`config.mk`:
```
export PLATFORM = sky130hd
export DESIGN_NAME = axil_led_blink
export DESIGN_NICKNAME = d
export VERILOG_FILES = /design/src/rtl/axil_led_blink_pkg.sv /design/src/rtl/axil_led_blink_core.sv /design/src/rtl/axil_led_blink.sv
export SDC_FILE = /design/constraint.sdc
export NUM_CORES = 1
export LEC_CHECK = 0
export BUFFER_PORTS_ARGS = -buffer_cell sky130_fd_sc_hd__buf_2
export CAP_MARGIN = 20
export CORE_UTILIZATION = 50
export DETAILED_ROUTE_END_ITERATION = 16
export GPL_TIMING_DRIVEN = 0
export MAX_ROUTING_LAYER = met4
export PLACE_DENSITY = 0.72
export SYNTH_ARGS = -nofsm -noshare
export SYNTH_HDL_FRONTEND = slang
export SYNTH_SLANG_ARGS = --single-unit
```
`constraint.sdc`:
```
create_clock -name pl_sys_clk -period 8.2 [get_ports pl_sys_clk]
set_input_delay 1.64 -clock pl_sys_clk [delete_from_list [all_inputs] [get_ports pl_sys_clk]]
set_output_delay 1.64 -clock pl_sys_clk [all_outputs]
set_load 0.02 [all_outputs]
```
`src/rtl/axil_led_blink_pkg.sv`:
```
// Shared constants for the AXI-Lite LED blinker: register map,
// CTRL bit positions and AXI response codes.
package axil_led_blink_pkg;

  // Word index = byte offset >> 2 (0x00, 0x04, ... 0x10)
  typedef enum logic [2:0] {
    REG_CTRL    = 3'd0,
    REG_HALF    = 3'd1,
    REG_MASK    = 3'd2,
    REG_STATUS  = 3'd3,
    REG_TOGGLES = 3'd4
  } reg_idx_e;

  localparam int CTRL_EN  = 0;
  localparam int CTRL_INV = 1;

  typedef enum logic [1:0] {
    RESP_OKAY   = 2'b00,
    RESP_EXOKAY = 2'b01,
    RESP_SLVERR = 2'b10,
    RESP_DECERR = 2'b11
  } axi_resp_e;

  function automatic logic [31:0] apply_strb(
    input logic [31:0] old_v,
    input logic [31:0] new_v,
    input logic [3:0]  strb
  );
    logic [31:0] r;
    r = old_v;
    for (int i = 0; i < 4; i++) begin
      if (strb[i]) r[8*i +: 8] = new_v[8*i +: 8];
    end
    return r;
  endfunction

endpackage

```
`src/rtl/axil_led_blink_core.sv`:
```
// Blink core: half-period counter, phase flop and registered LED drive.
// toggle pulses in the cycle whose closing edge flips the phase.
module led_blink_core #(
  parameter int N_LEDS = 4
) (
  input  logic              clk,
  input  logic              rst_n,
  input  logic              enable,
  input  logic              invert,
  input  logic [31:0]       half_period,
  input  logic [N_LEDS-1:0] mask,
  output logic [N_LEDS-1:0] led,
  output logic              phase,
  output logic              toggle
);

  logic [31:0] cnt_q;
  logic [31:0] limit;

  // A half-period of 0 is treated as 1
  assign limit  = (half_period == '0) ? '0 : half_period - 32'd1;
  assign toggle = enable && (cnt_q >= limit);

  always_ff @(posedge clk or negedge rst_n) begin
    if (!rst_n) begin
      cnt_q <= '0;
      phase <= 1'b0;
      led   <= '0;
    end else begin
      if (!enable) begin
        cnt_q <= '0;
        phase <= 1'b0;
      end else if (toggle) begin
        cnt_q <= '0;
        phase <= ~phase;
      end else begin
        cnt_q <= cnt_q + 32'd1;
      end
      led <= (phase ^ invert) ? mask : '0;
    end
  end

endmodule

```
`src/rtl/axil_led_blink.sv`:
```
// AXI-Lite register block driving a programmable LED blink pattern.
// Optional TOGGLES counter at 0x10 enabled by AXIL_LED_BLINK_TOGGLES_EN.
module axil_led_blink
  import axil_led_blink_pkg::*;
#(
  parameter int          N_LEDS          = 4,
  parameter int          ADDR_W          = 40,
  parameter int unsigned DEF_HALF_PERIOD = 50000000,
  parameter bit          DEF_ENABLE      = 1'b1
) (
  input  logic              pl_sys_clk,
  input  logic              axil_arst_n,
  input  logic [ADDR_W-1:0] s_axil_awaddr,
  input  logic [2:0]        s_axil_awprot,
  input  logic              s_axil_awvalid,
  output logic              s_axil_awready,
  input  logic [31:0]       s_axil_wdata,
  input  logic [3:0]        s_axil_wstrb,
  input  logic              s_axil_wvalid,
  output logic              s_axil_wready,
  output logic [1:0]        s_axil_bresp,
  output logic              s_axil_bvalid,
  input  logic              s_axil_bready,
  input  logic [ADDR_W-1:0] s_axil_araddr,
  input  logic [2:0]        s_axil_arprot,
  input  logic              s_axil_arvalid,
  output logic              s_axil_arready,
  output logic [31:0]       s_axil_rdata,
  output logic [1:0]        s_axil_rresp,
  output logic              s_axil_rvalid,
  input  logic              s_axil_rready,
  output logic [N_LEDS-1:0] led
);

  logic              rdy_q;
  logic              aw_held;
  logic              w_held;
  logic [2:0]        aw_idx;
  logic [31:0]       wdata_q;
  logic [3:0]        wstrb_q;
  logic [1:0]        ctrl_q;
  logic [31:0]       half_q;
  logic [N_LEDS-1:0] mask_q;
  logic [31:0]       mask_ext;
  logic [31:0]       mask_new;
  logic [31:0]       rd_mux;
  logic [31:0]       toggles;
  logic              phase;
  logic              toggle;
  logic              aw_fire;
  logic              w_fire;
  logic              ar_fire;
  logic              commit;

  assign s_axil_awready = rdy_q && !aw_held && !s_axil_bvalid;
  assign s_axil_wready  = rdy_q && !w_held && !s_axil_bvalid;
  assign s_axil_arready = rdy_q && !s_axil_rvalid;
  assign s_axil_bresp   = RESP_OKAY;
  assign s_axil_rresp   = RESP_OKAY;

  assign aw_fire = s_axil_awvalid && s_axil_awready;
  assign w_fire  = s_axil_wvalid && s_axil_wready;
  assign ar_fire = s_axil_arvalid && s_axil_arready;
  assign commit  = aw_held && w_held && !s_axil_bvalid;

  always_comb begin
    mask_ext             = '0;
    mask_ext[N_LEDS-1:0] = mask_q;
  end

  assign mask_new = apply_strb(mask_ext, wdata_q, wstrb_q);

  always_ff @(posedge pl_sys_clk or negedge axil_arst_n) begin
    if (!axil_arst_n) begin
      rdy_q         <= 1'b0;
      aw_held       <= 1'b0;
      w_held        <= 1'b0;
      aw_idx        <= '0;
      wdata_q       <= '0;
      wstrb_q       <= '0;
      s_axil_bvalid <= 1'b0;
    end else begin
      rdy_q <= 1'b1;
      if (aw_fire) begin
        aw_held <= 1'b1;
        aw_idx  <= s_axil_awaddr[4:2];
      end
      if (w_fire) begin
        w_held  <= 1'b1;
        wdata_q <= s_axil_wdata;
        wstrb_q <= s_axil_wstrb;
      end
      if (commit) begin
        aw_held       <= 1'b0;
        w_held        <= 1'b0;
        s_axil_bvalid <= 1'b1;
      end else if (s_axil_bvalid && s_axil_bready) begin
        s_axil_bvalid <= 1'b0;
      end
    end
  end

  always_ff @(posedge pl_sys_clk or negedge axil_arst_n) begin
    if (!axil_arst_n) begin
      ctrl_q <= {1'b0, DEF_ENABLE};
      half_q <= 32'(DEF_HALF_PERIOD);
      mask_q <= '1;
    end else if (commit) begin
      case (aw_idx)
        REG_CTRL: if (wstrb_q[0]) ctrl_q <= wdata_q[1:0];
        REG_HALF: half_q <= apply_strb(half_q, wdata_q, wstrb_q);
        REG_MASK: mask_q <= mask_new[N_LEDS-1:0];
        default:  ;
      endcase
    end
  end

  always_comb begin
    rd_mux = '0;
    case (s_axil_araddr[4:2])
      REG_CTRL:    rd_mux[1:0] = ctrl_q;
      REG_HALF:    rd_mux      = half_q;
      REG_MASK:    rd_mux      = mask_ext;
      REG_STATUS:  rd_mux[0]   = phase;
      REG_TOGGLES: rd_mux      = toggles;
      default:     ;
    endcase
  end

  always_ff @(posedge pl_sys_clk or negedge axil_arst_n) begin
    if (!axil_arst_n) begin
      s_axil_rvalid <= 1'b0;
      s_axil_rdata  <= '0;
    end else if (ar_fire) begin
      s_axil_rvalid <= 1'b1;
      s_axil_rdata  <= rd_mux;
    end else if (s_axil_rvalid && s_axil_rready) begin
      s_axil_rvalid <= 1'b0;
    end
  end

`ifdef AXIL_LED_BLINK_TOGGLES_EN
  logic [31:0] tog_q;

  // Clear wins over a coincident toggle
  always_ff @(posedge pl_sys_clk or negedge axil_arst_n) begin
    if (!axil_arst_n) begin
      tog_q <= '0;
    end else if (commit && aw_idx == REG_TOGGLES) begin
      tog_q <= '0;
    end else if (toggle) begin
      tog_q <= tog_q + 32'd1;
    end
  end

  assign toggles = tog_q;
`else
  logic unused_toggle;
  assign unused_toggle = toggle;
  assign toggles       = '0;
`endif

  led_blink_core #(
    .N_LEDS(N_LEDS)
  ) u_core (
    .clk        (pl_sys_clk),
    .rst_n      (axil_arst_n),
    .enable     (ctrl_q[CTRL_EN]),
    .invert     (ctrl_q[CTRL_INV]),
    .half_period(half_q),
    .mask       (mask_q),
    .led        (led),
    .phase      (phase),
    .toggle     (toggle)
  );

  logic unused_in;
  assign unused_in = ^{s_axil_awprot, s_axil_arprot,
                       s_axil_awaddr[ADDR_W-1:5], s_axil_awaddr[1:0],
                       s_axil_araddr[ADDR_W-1:5], s_axil_araddr[1:0],
                       mask_new};

endmodule
```
==> results.py, run 1 <==
metrics = {
    "run_status": {
        "status": "finished, final reports clean",
    },
    "detailed_routing": {
        "vias": 5387,
        "drt_first_iter_violations": 358,
        "wirelength_um": 16600,
        "first_pass_iters": 5,
        "remaining_drc_errors": 0,
        "routedWlPerCell_um": 17.3,
        "viasPerCell": 5.63,
        "drtAntennaViolNets": 0,
    },
    "logic_synthesis": {
        "synth_top_family_by_area": "simple AND/OR/NAND/NOR gates",
        "synthMuxAreaShare_pct": 12.2,
        "synthXorXnorAreaFrac_pct": 6.32,
        "netlist_instances": 647,
        "yosys_warnings": 0,
        "synth-main-ff-cell": "dfrtp_1",
        "synth_seq_cells": 151,
        "synthSimpleGateAreaFrac_pct": 15.0,
        "synthesis.area_um2": 7480,
        "synth_area_per_cell_um2": 11.6,
        "synth_compound_area_share_pct": 7.51,
        "yosys.area_share.adder_pct": 5.85,
        "synth_cell_types": 61,
        "synth_enable_flop_cells": 0,
        "ys_seq_area_share_pct": 50.8,
        "async_flop_share_pct": 100,
    },
    "clocking": {
        "cts_tree": "yes",
        "cts_buffer_depth": 2,
        "clk_latency_ns": 0.44,
        "clk_pin_slew_ns": 0.06,
        "cts_resized": 0,
        "cts_hold_buf": 0,
        "cts_max_level": 4,
        "root_buffer": "clkbuf_16",
        "cts_sinks": 151,
        "cts_setup_buffers": 0,
        "cts_buffers": 17,
    },
    "pwr": {
        "ir_drop_mv": 0.221,
        "leakagePower_nw": 4.23,
        "power.density_nw_per_um2": 360,
    },
    "sta": {
        "tightest_slew_ns": 0.704,
        "fin_skew_ns": 0.0172,
        "finalCriticalPeriod_ns": 3.97,
        "max_freq_mhz": 252,
        "fin_hold_ws_ns": 0.504,
        "tns_ns": 0,
        "finalWorstSetupSlack_ns": 4.23,
        "setup_viol_count_final": 0,
        "hold_viol": 0,
        "slew_headroom_pct": 52.7,
        "timing.final.crit_share_pct": 48.4,
        "slew_viol_final": 0,
        "grt_setup_unrepaired": "false",
    },
    "worst_setup_path": {
        "required_ns": 8.52,
        "crit_slowest_cell": "dfrtp_1",
        "r2r_start": "half_q[4]",
        "end_kind": "flop",
        "r2r-end": "u_core.phase",
        "critical_path_class": "flop to flop",
        "crit_path_frequent_cell": "nand2_1",
        "path_max_fanout": 7,
        "startpoint": "half_q[4]",
        "startpoint_type": "flop",
        "rr_worst_depth": 14,
        "reg2reg_slack_ns": 4.23,
        "cp.arrival_ns": 4.28,
        "max_stage_delay_ns": 0.47,
        "cp_cell_sequence": "nor4_4, and2_1, clkbuf_1, nand2_1, nor4_1, xor2_1, nand2_1, ha_1, and4_1, o211ai_1, or4_1, nand3_1, a31o_2, mux2_2",
    },
    "die": {
        "row_count": 44,
        "io_pins": 174,
        "start_util_pct": 51.3,
        "fp.dieH_um": 124,
        "dieWidth_um": 124,
        "die-area_um2": 15500,
        "fp.coreArea_um2": 14600,
    },
    "cells_and_area": {
        "nets": 923,
        "final_layout_size_suffix_gt1_share_pct": 32.6,
        "stdcell_count": 957,
        "area_growth_pct": 18.0,
        "utilization_pct": 60.5,
    },
    "min_path": {
        "hold_start": "wdata_q[18]",
        "hold_class": "flop to flop",
        "holdPathStages": 1,
        "min_delay_worst_endpoint": "wdata_q[18]",
    },
    "job": {
        "drv_cap": 0,
    },
    "placement": {
        "hpwlAfterDp_um": 12400,
        "pre_cts_slack_ns": 4.24,
        "place_congestion": 0.868,
        "portBuffers": 89,
        "dp_cells": 924,
    },
    "global_route": {
        "grt_use_total_pct": 23.2,
        "grt_antenna_before_repair": 1,
        "overflow": 0,
        "grt_pass1_wl_um": 27800,
        "grt_pass1_vias": 5564,
        "grt_max_degree": 87,
    },
}
cell usage after synthesis (all sizes together) (12+ instances only):
master | number | share of area, %
nor2 | 55 | 2.9
xor2 | 32 | 3.7
nand2 | 62 | 3.1
mux2 | 78 | 12
o21ai | 15 | 1.0
a21oi | 14 | 0.94
dfrtp | 134 | 45
ha | 35 | 5.9
inv | 12 | 0.60
nor3 | 15 | 1.1
nand3 | 15 | 1.1
xnor2 | 22 | 2.6
buf | 15 | 1.2
a22o | 31 | 3.6
dfstp | 17 | 6.0
per-layer routing:
metal | vias up | global-route usage, % | wire length, µm | share of wire [%]
met2 | 109 | 38.5 | 8430 | 51
met5 | - | - | 0 | 0
li1 | 2530 | - | - | -
met3 | 10 | 5.03 | 637 | 3.8
met1 | 2738 | 28.5 | 7430 | 45
met4 | 0 | 7.02 | 99 | 0.60
where the power goes:
group	internal, mW	switching [mW]	total, mW
clock	0.495	0.328	0.824
combinational	0.543	0.653	1.20
sequential	0.966	0.197	1.16
cells by family after synthesis:
group / after synthesis
XOR/XNOR: 54
AND/OR/NAND/NOR: 211
flip-flops: 151
multiplexers: 80
buffers and inverters: 36
AO/OA/AOI/OAI: 78
other: 2
adder cells (fa/ha/maj): 35
layout make-up:
class                           instances  area [µm²]
Antenna cell                            1        2.50
Buffer                                 24         124
Clock buffer                           18         439
Clock inverter                         14         186
Fill cell                            1122        5760
Inverter                               12        45.0
Multi-Input combinational cell        463        3520
Sequential cell                       151        3800
Tap cell                              184         230
Timing Repair Buffer                   90         479
state kept, by name (all words and copies together), names as in the netlist, 2 cells and up:
register,cells
aw_idx,3
wdata_q,32
u_core.cnt_q,32
ctrl_q,2
wstrb_q,4
u_core.led,4
half_q,32
s_axil_rdata,32
mask_q,4
worst max-delay path: cells and delay by family, from the launching register on:
family | cells | cell delay (ns)
compound gates | 2 | 0.37
xor+xnor | 1 | 0.17
fa+ha+maj | 1 | 0.32
buf+inv | 1 | 0.28
flops | 1 | 0.47
mux | 1 | 0.36
simple gates | 8 | 1.88
worst max path at each step:
stage	endpoint	slack, ns	depth (start not counted)
2_1_floorplan	u_core.phase	4.76	12
3_3_place_gp	rdy_q	3.50	1
3_5_place_dp	u_core.phase	4.24	15
4_1_cts	u_core.phase	4.24	14
5_1_grt	u_core.cnt_q[28]	3.90	14
6_report	u_core.phase	4.23	14
cells in the final DEF, fill, tap and decap left out, types with 5 or more instances in the layout:
master,synthesis,layout
a21oi_1,14,14
a22o_1,31,31
and2_1,8,8
and3_1,8,8
buf_2,9,97
buf_4,6,6
clkbuf_1,9,9
clkbuf_16,0,17
conb_1,2,5
dfrtp_1,134,134
dfstp_2,17,17
ha_1,35,35
inv_1,11,11
mux2_2,78,78
nand2_1,61,61
nand2b_1,5,5
nand3_1,14,14
nand4_1,10,10
nor2_1,53,53
nor3_1,13,13
nor4_1,6,6
o21ai_0,15,15
xnor2_1,22,22
xor2_1,32,32
metrics by stage:
stage               cell area (µm²)  total power, mW
CTS                            8830             3.20
detailed placement             8200             2.37
floorplan                      7490             2.03
global route                   8830             3.39
finish                         8830             3.18
global placement               8170             2.29
Note: power is estimated with default switching activity, not from simulation.
==> run 2, diff against run 1 <==
--- a/config.mk
+++ b/config.mk
@@ -7,11 +7,11 @@
 export LEC_CHECK = 0
 export BUFFER_PORTS_ARGS = -buffer_cell sky130_fd_sc_hd__buf_2
 export CAP_MARGIN = 20
-export CORE_UTILIZATION = 50
+export CORE_UTILIZATION = 49
 export DETAILED_ROUTE_END_ITERATION = 16
 export GPL_TIMING_DRIVEN = 0
 export MAX_ROUTING_LAYER = met4
-export PLACE_DENSITY = 0.72
+export PLACE_DENSITY = 0.74
 export SYNTH_ARGS = -nofsm -noshare
 export SYNTH_HDL_FRONTEND = slang
 export SYNTH_SLANG_ARGS = --single-unit
==> constraint.sdc (replaced) <==
create_clock -name pl_sys_clk -period 3.4 [get_ports pl_sys_clk]
set_input_delay 0.68 -clock pl_sys_clk [delete_from_list [all_inputs] [get_ports pl_sys_clk]]
set_output_delay 0.68 -clock pl_sys_clk [all_outputs]
set_load 0.02 [all_outputs]
==> results.py, run 2 (same netlist as run 1, synthesis figures left out) <==
metrics = {
    "run_status": {
        "status": "complete, but fails checks",
        "violations": "DRC, setup timing",
    },
    "worst_setup_path": {
        "r2r_start": "half_q[14]",
        "cp_cell_sequence": "or4_4, nor3_4, and3_4, buf_6, nand4_1, xnor2_1, nand2_1, ha_1, a21oi_1, a21boi_0, a211oi_1, o21ai_1, a31o_4, buf_4, buf_4, nor2_2",
        "cp.arrival_ns": 3.94,
        "end_kind": "flop",
        "crit_slowest_cell": "or4_4",
        "max_stage_delay_ns": 0.55,
        "critical_path_class": "flop to flop",
        "startpoint_type": "flop",
        "startpoint": "half_q[14]",
        "required_ns": 3.76,
        "crit_path_frequent_cell": "buf_4",
        "path_max_fanout": 6,
    },
    "global_route": {
        "overflow": 0,
        "grt_use_total_pct": 24.5,
        "grt_antenna_before_repair": 0,
        "grt_pass1_vias": 5905,
        "grt_pass1_wl_um": 29300,
        "grt_max_degree": 80,
    },
    "detailed_routing": {
        "drt_first_iter_violations": 280,
        "remaining_drc_errors": 3,
        "routedWlPerCell_um": 17.9,
        "wirelength_um": 17500,
        "vias": 5516,
        "first_pass_iters": 11,
        "viasPerCell": 5.65,
        "drtAntennaViolNets": 0,
    },
    "min_path": {
        "hold_class": "input port to asynchronous set/reset pin",
    },
    "clocking": {
        "root_buffer": "clkbuf_16",
        "cts_sinks": 151,
        "clk_pin_slew_ns": 0.06,
        "cts_max_level": 4,
        "clk_latency_ns": 0.43,
        "cts_buffer_depth": 2,
        "cts_hold_buf": 0,
        "cts_buffers": 17,
        "cts_tree": "yes",
    },
    "sta": {
        "fin_hold_ws_ns": 0.278,
        "slew_viol_final": 0,
        "finalCriticalPeriod_ns": 3.58,
        "tightest_slew_ns": 0.761,
        "fin_skew_ns": 0.00787,
        "finalWorstSetupSlack_ns": -0.183,
        "max_freq_mhz": 279,
        "setup_viol_count_final": 32,
        "slew_headroom_pct": 48.9,
        "hold_viol": 0,
        "tns_ns": -4.23,
        "grt_setup_unrepaired": "true",
        "timing.final.crit_share_pct": 105,
    },
    "placement": {
        "place_congestion": 0.819,
        "hpwlAfterDp_um": 12500,
        "portBuffers": 89,
    },
    "cells_and_area": {
        "nets": 944,
        "num_antenna_cells": 0,
        "layout_common_cells": "127 x dfrtp_1, 93 x buf_2, 77 x mux2_2, 57 x nand2_1, 52 x nor2_1",
        "final_layout_size_suffix_gt1_share_pct": 37.8,
        "mostFrequentLayoutCell": "dfrtp_1",
        "area_growth_pct": 23.0,
    },
    "die": {
        "row_count": 44,
        "fp.coreArea_um2": 14700,
        "start_util_pct": 50.9,
        "io_pins": 174,
        "fp.dieH_um": 126,
        "die-area_um2": 15800,
        "dieWidth_um": 126,
    },
    "pwr": {
        "total_power_mw": 8.45,
        "leakagePower_nw": 4.40,
        "power.density_nw_per_um2": 919,
        "ir_drop_mv": 0.547,
    },
    "job": {
        "drv_cap": 0,
    },
}
run 2: metrics by stage:
step	cells	worst slack [ns]	instance area, µm²	util, %
3_5_place_dp	924	-0.599	8210	55.8
2_1_floorplan	650	0.0138	7500	-
5_1_grt	977	-0.336	9200	62.6
4_1_cts	969	-0.141	9110	62.0
6_report	977	-0.183	9200	62.6
3_3_place_gp	923	-0.460	8180	55.6
run 2: power by group:
| group | total (mW) | switching (mW) | leakage [nW] | internal [mW] |
|---|---|---|---|---|
| logic | 3.62 | 1.88 | 2.16 | 1.74 |
| clock network | 2.01 | 0.765 | 0.308 | 1.25 |
| registers | 2.82 | 0.488 | 1.93 | 2.34 |
| total | 8.45 | 3.14 | 4.40 | 5.32 |
run 2: worst paths after layout:
kind	endpoint	slack, ns	cells after the start
hold reg to reg	s_axil_rdata[12]	0.50	1
max in group asynchronous	half_q[14]	2.28	2
setup / recovery	u_core.cnt_q[31]	-0.18	16
hold / removal	s_axil_bvalid	0.28	1
setup reg to reg	u_core.cnt_q[31]	-0.18	16
min in group pl_sys_clk	s_axil_bvalid	0.42	2
run 2: area by class of cell:
class	count	area, µm²
clock inverters	11	158
repair buffers	113	666
fillers	1073	5500
well taps	184	230
flip-flops and latches	151	3810
clock buffers	21	480
multi-input cells	463	3680
inverters	12	45.0
plain buffers	22	136
run 2: critical path, delay by kind of cell, from the launching register on:
| family | cells | cell delay [ns] |
|---|---|---|
| and+or+nand+nor | 6 | 1.33 |
| xor gates and xnor gates | 1 | 0.25 |
| AOI/OAI and AO/OA | 5 | 0.87 |
| buffers and inverters | 3 | 0.38 |
| adders and majority gates | 1 | 0.32 |
| DFF | 1 | 0.37 |
run 2: timing repair:
item	CTS	global route
buffers inserted	14	8
pin swaps	15	9
resized for setup	35	12
cloned	1	0
setup endpoints to repair	33	33
run 2: per-layer routing:
metal | global-route usage, % | up-vias | routed length (µm)
met3 | 5.05 | 28 | 657
met4 | 9.04 | 0 | 303
met1 | 28.8 | 2795 | 7460
li1 | - | 2562 | -
met2 | 41.5 | 131 | 9100
met5 | - | - | 0
==> run 3, diff against run 2 <==
--- a/config.mk
+++ b/config.mk
@@ -11,7 +11,7 @@
 export DETAILED_ROUTE_END_ITERATION = 16
 export GPL_TIMING_DRIVEN = 0
 export MAX_ROUTING_LAYER = met4
-export PLACE_DENSITY = 0.74
+export PLACE_DENSITY = 0.76
 export SYNTH_ARGS = -nofsm -noshare
 export SYNTH_HDL_FRONTEND = slang
 export SYNTH_SLANG_ARGS = --single-unit
==> results.py, run 3 (same netlist as run 1, synthesis figures left out) <==
metrics = {
    "global_route": {
        "grt_antenna_before_repair": 0,
        "grt_pass1_vias": 6099,
        "grt_use_total_pct": 26.0,
        "grt_max_degree": 79,
        "grt_pass1_wl_um": 30900,
        "overflow": 0,
    },
    "worst_setup_path": {
        "startpoint": "half_q[9]",
        "reg2reg_slack_ns": -0.17,
        "crit_end": "u_core.phase",
        "end_kind": "flop",
        "startpoint_type": "flop",
        "path_max_fanout": 7,
        "rr_worst_depth": 13,
        "r2r_start": "half_q[9]",
        "r2r-end": "u_core.phase",
        "cp.arrival_ns": 3.88,
        "critical_path_class": "flop to flop",
        "required_ns": 3.71,
    },
    "detailed_routing": {
        "drtAntennaViolNets": 0,
        "first_pass_iters": 5,
        "remaining_drc_errors": 0,
        "vias": 5809,
        "viasPerCell": 5.89,
        "routedWlPerCell_um": 19.2,
        "drt_first_iter_violations": 372,
        "wirelength_um": 19000,
    },
    "sta": {
        "finalCriticalPeriod_ns": 3.57,
        "slew_headroom_pct": 46.9,
        "fin_hold_ws_ns": 0.272,
        "max_freq_mhz": 280,
        "setup_viol_count_final": 33,
        "grt_setup_unrepaired": "true",
        "fin_skew_ns": 0.00741,
        "hold_viol": 0,
        "tightest_slew_ns": 0.790,
        "finalWorstSetupSlack_ns": -0.169,
        "slew_viol_final": 0,
        "timing.final.crit_share_pct": 105,
    },
    "placement": {
        "pre_cts_slack_ns": -0.516,
        "hpwlAfterDp_um": 12400,
        "place_congestion": 0.819,
        "place_area_um2": 8210,
        "portBuffers": 89,
    },
    "cells_and_area": {
        "final_cell_area_um2": 9470,
        "nets": 954,
        "final_layout_size_suffix_gt1_share_pct": 40.5,
        "num_antenna_cells": 0,
        "layout_common_cells": "128 x dfrtp_1, 93 x buf_2, 77 x mux2_2, 57 x nand2_1, 49 x nor2_1",
        "mostFrequentLayoutCell": "dfrtp_1",
        "utilization_pct": 64.4,
        "area_growth_pct": 26.6,
    },
    "clocking": {
        "clk_latency_ns": 0.43,
        "cts_sinks": 151,
        "cts_hold_buf": 0,
        "cts_buffers": 17,
        "cts_max_level": 4,
        "root_buffer": "clkbuf_16",
        "cts_tree": "yes",
        "cts_buffer_depth": 2,
        "clk_pin_slew_ns": 0.06,
    },
    "pwr": {
        "power.density_nw_per_um2": 971,
        "total_power_mw": 9.19,
        "leakagePower_nw": 4.49,
        "ir_drop_mv": 0.578,
    },
    "min_path": {
        "hold_class": "input port to asynchronous set/reset pin",
    },
    "die": {
        "io_pins": 174,
        "dieWidth_um": 126,
        "fp.coreArea_um2": 14700,
        "die-area_um2": 15800,
        "start_util_pct": 50.9,
        "fp.dieH_um": 126,
        "row_count": 44,
    },
    "run_status": {
        "status": "complete, but fails checks",
        "violations": "setup timing",
    },
    "job": {
        "drv_cap": 0,
    },
}
run 3: worst min-delay path by stage:
stage                                start               end
after floorplan                axil_arst_n           aw_held
after global placement    s_axil_rdata[15]  s_axil_rdata[15]
after detailed placement  s_axil_rdata[27]  s_axil_rdata[27]
after CTS                      axil_arst_n           aw_held
after global routing           axil_arst_n             rdy_q
final                          axil_arst_n           aw_held
run 3: cell type report:
class	count	area, µm²
Clock buffer	20	467
Clock inverter	12	188
Buffer	21	144
Inverter	12	45.0
Fill cell	997	5230
Tap cell	184	230
Multi-Input combinational cell	463	3830
Timing Repair Buffer	124	759
Sequential cell	151	3810
run 3: worst max-delay path, stage by stage (launching register included):
cell	delay (ns)
dfrtp_2	0.45
nor4_4	0.34
nor3b_4	0.35
nand2_4	0.13
nor4_4	0.16
xor2_1	0.19
nand2_2	0.09
ha_4	0.28
and4_4	0.24
o211ai_1	0.10
or4_1	0.49
nand3_2	0.10
a31o_4	0.21
mux2_4	0.31
run 3: where the power goes:
group | internal, mW | switching [mW] | leakage, nW
registers | 2.34 | 0.535 | 1.93
clock network | 1.30 | 0.773 | 0.320
logic | 2.07 | 2.18 | 2.24
run 3: per-layer routing:
layer / vias up / GRT usage (%) / routed length [µm]
met3: 66 / 5.35 / 925
li1: 2584 / - / -
met1: 2935 / 30.5 / 7760
met2: 224 / 42.7 / 9680
met4: 0 / 12.1 / 582
met5: - / - / 0
run 3: metrics by stage:
| step | instances | setup TNS, ns |
|---|---|---|
| after global routing | 987 | -8.18 |
| after global placement | 923 | -49.95 |
| after CTS | 979 | -1.09 |
| after detailed placement | 924 | -15.66 |
| after floorplan | 650 | 0 |
| final | 987 | -3.02 |
run 3: repair_timing:
item                       CTS  global route
pin swaps                   26             9
resized for setup           55            21
cloned                       1             1
setup endpoints to repair   33            33
buffers inserted            25             7
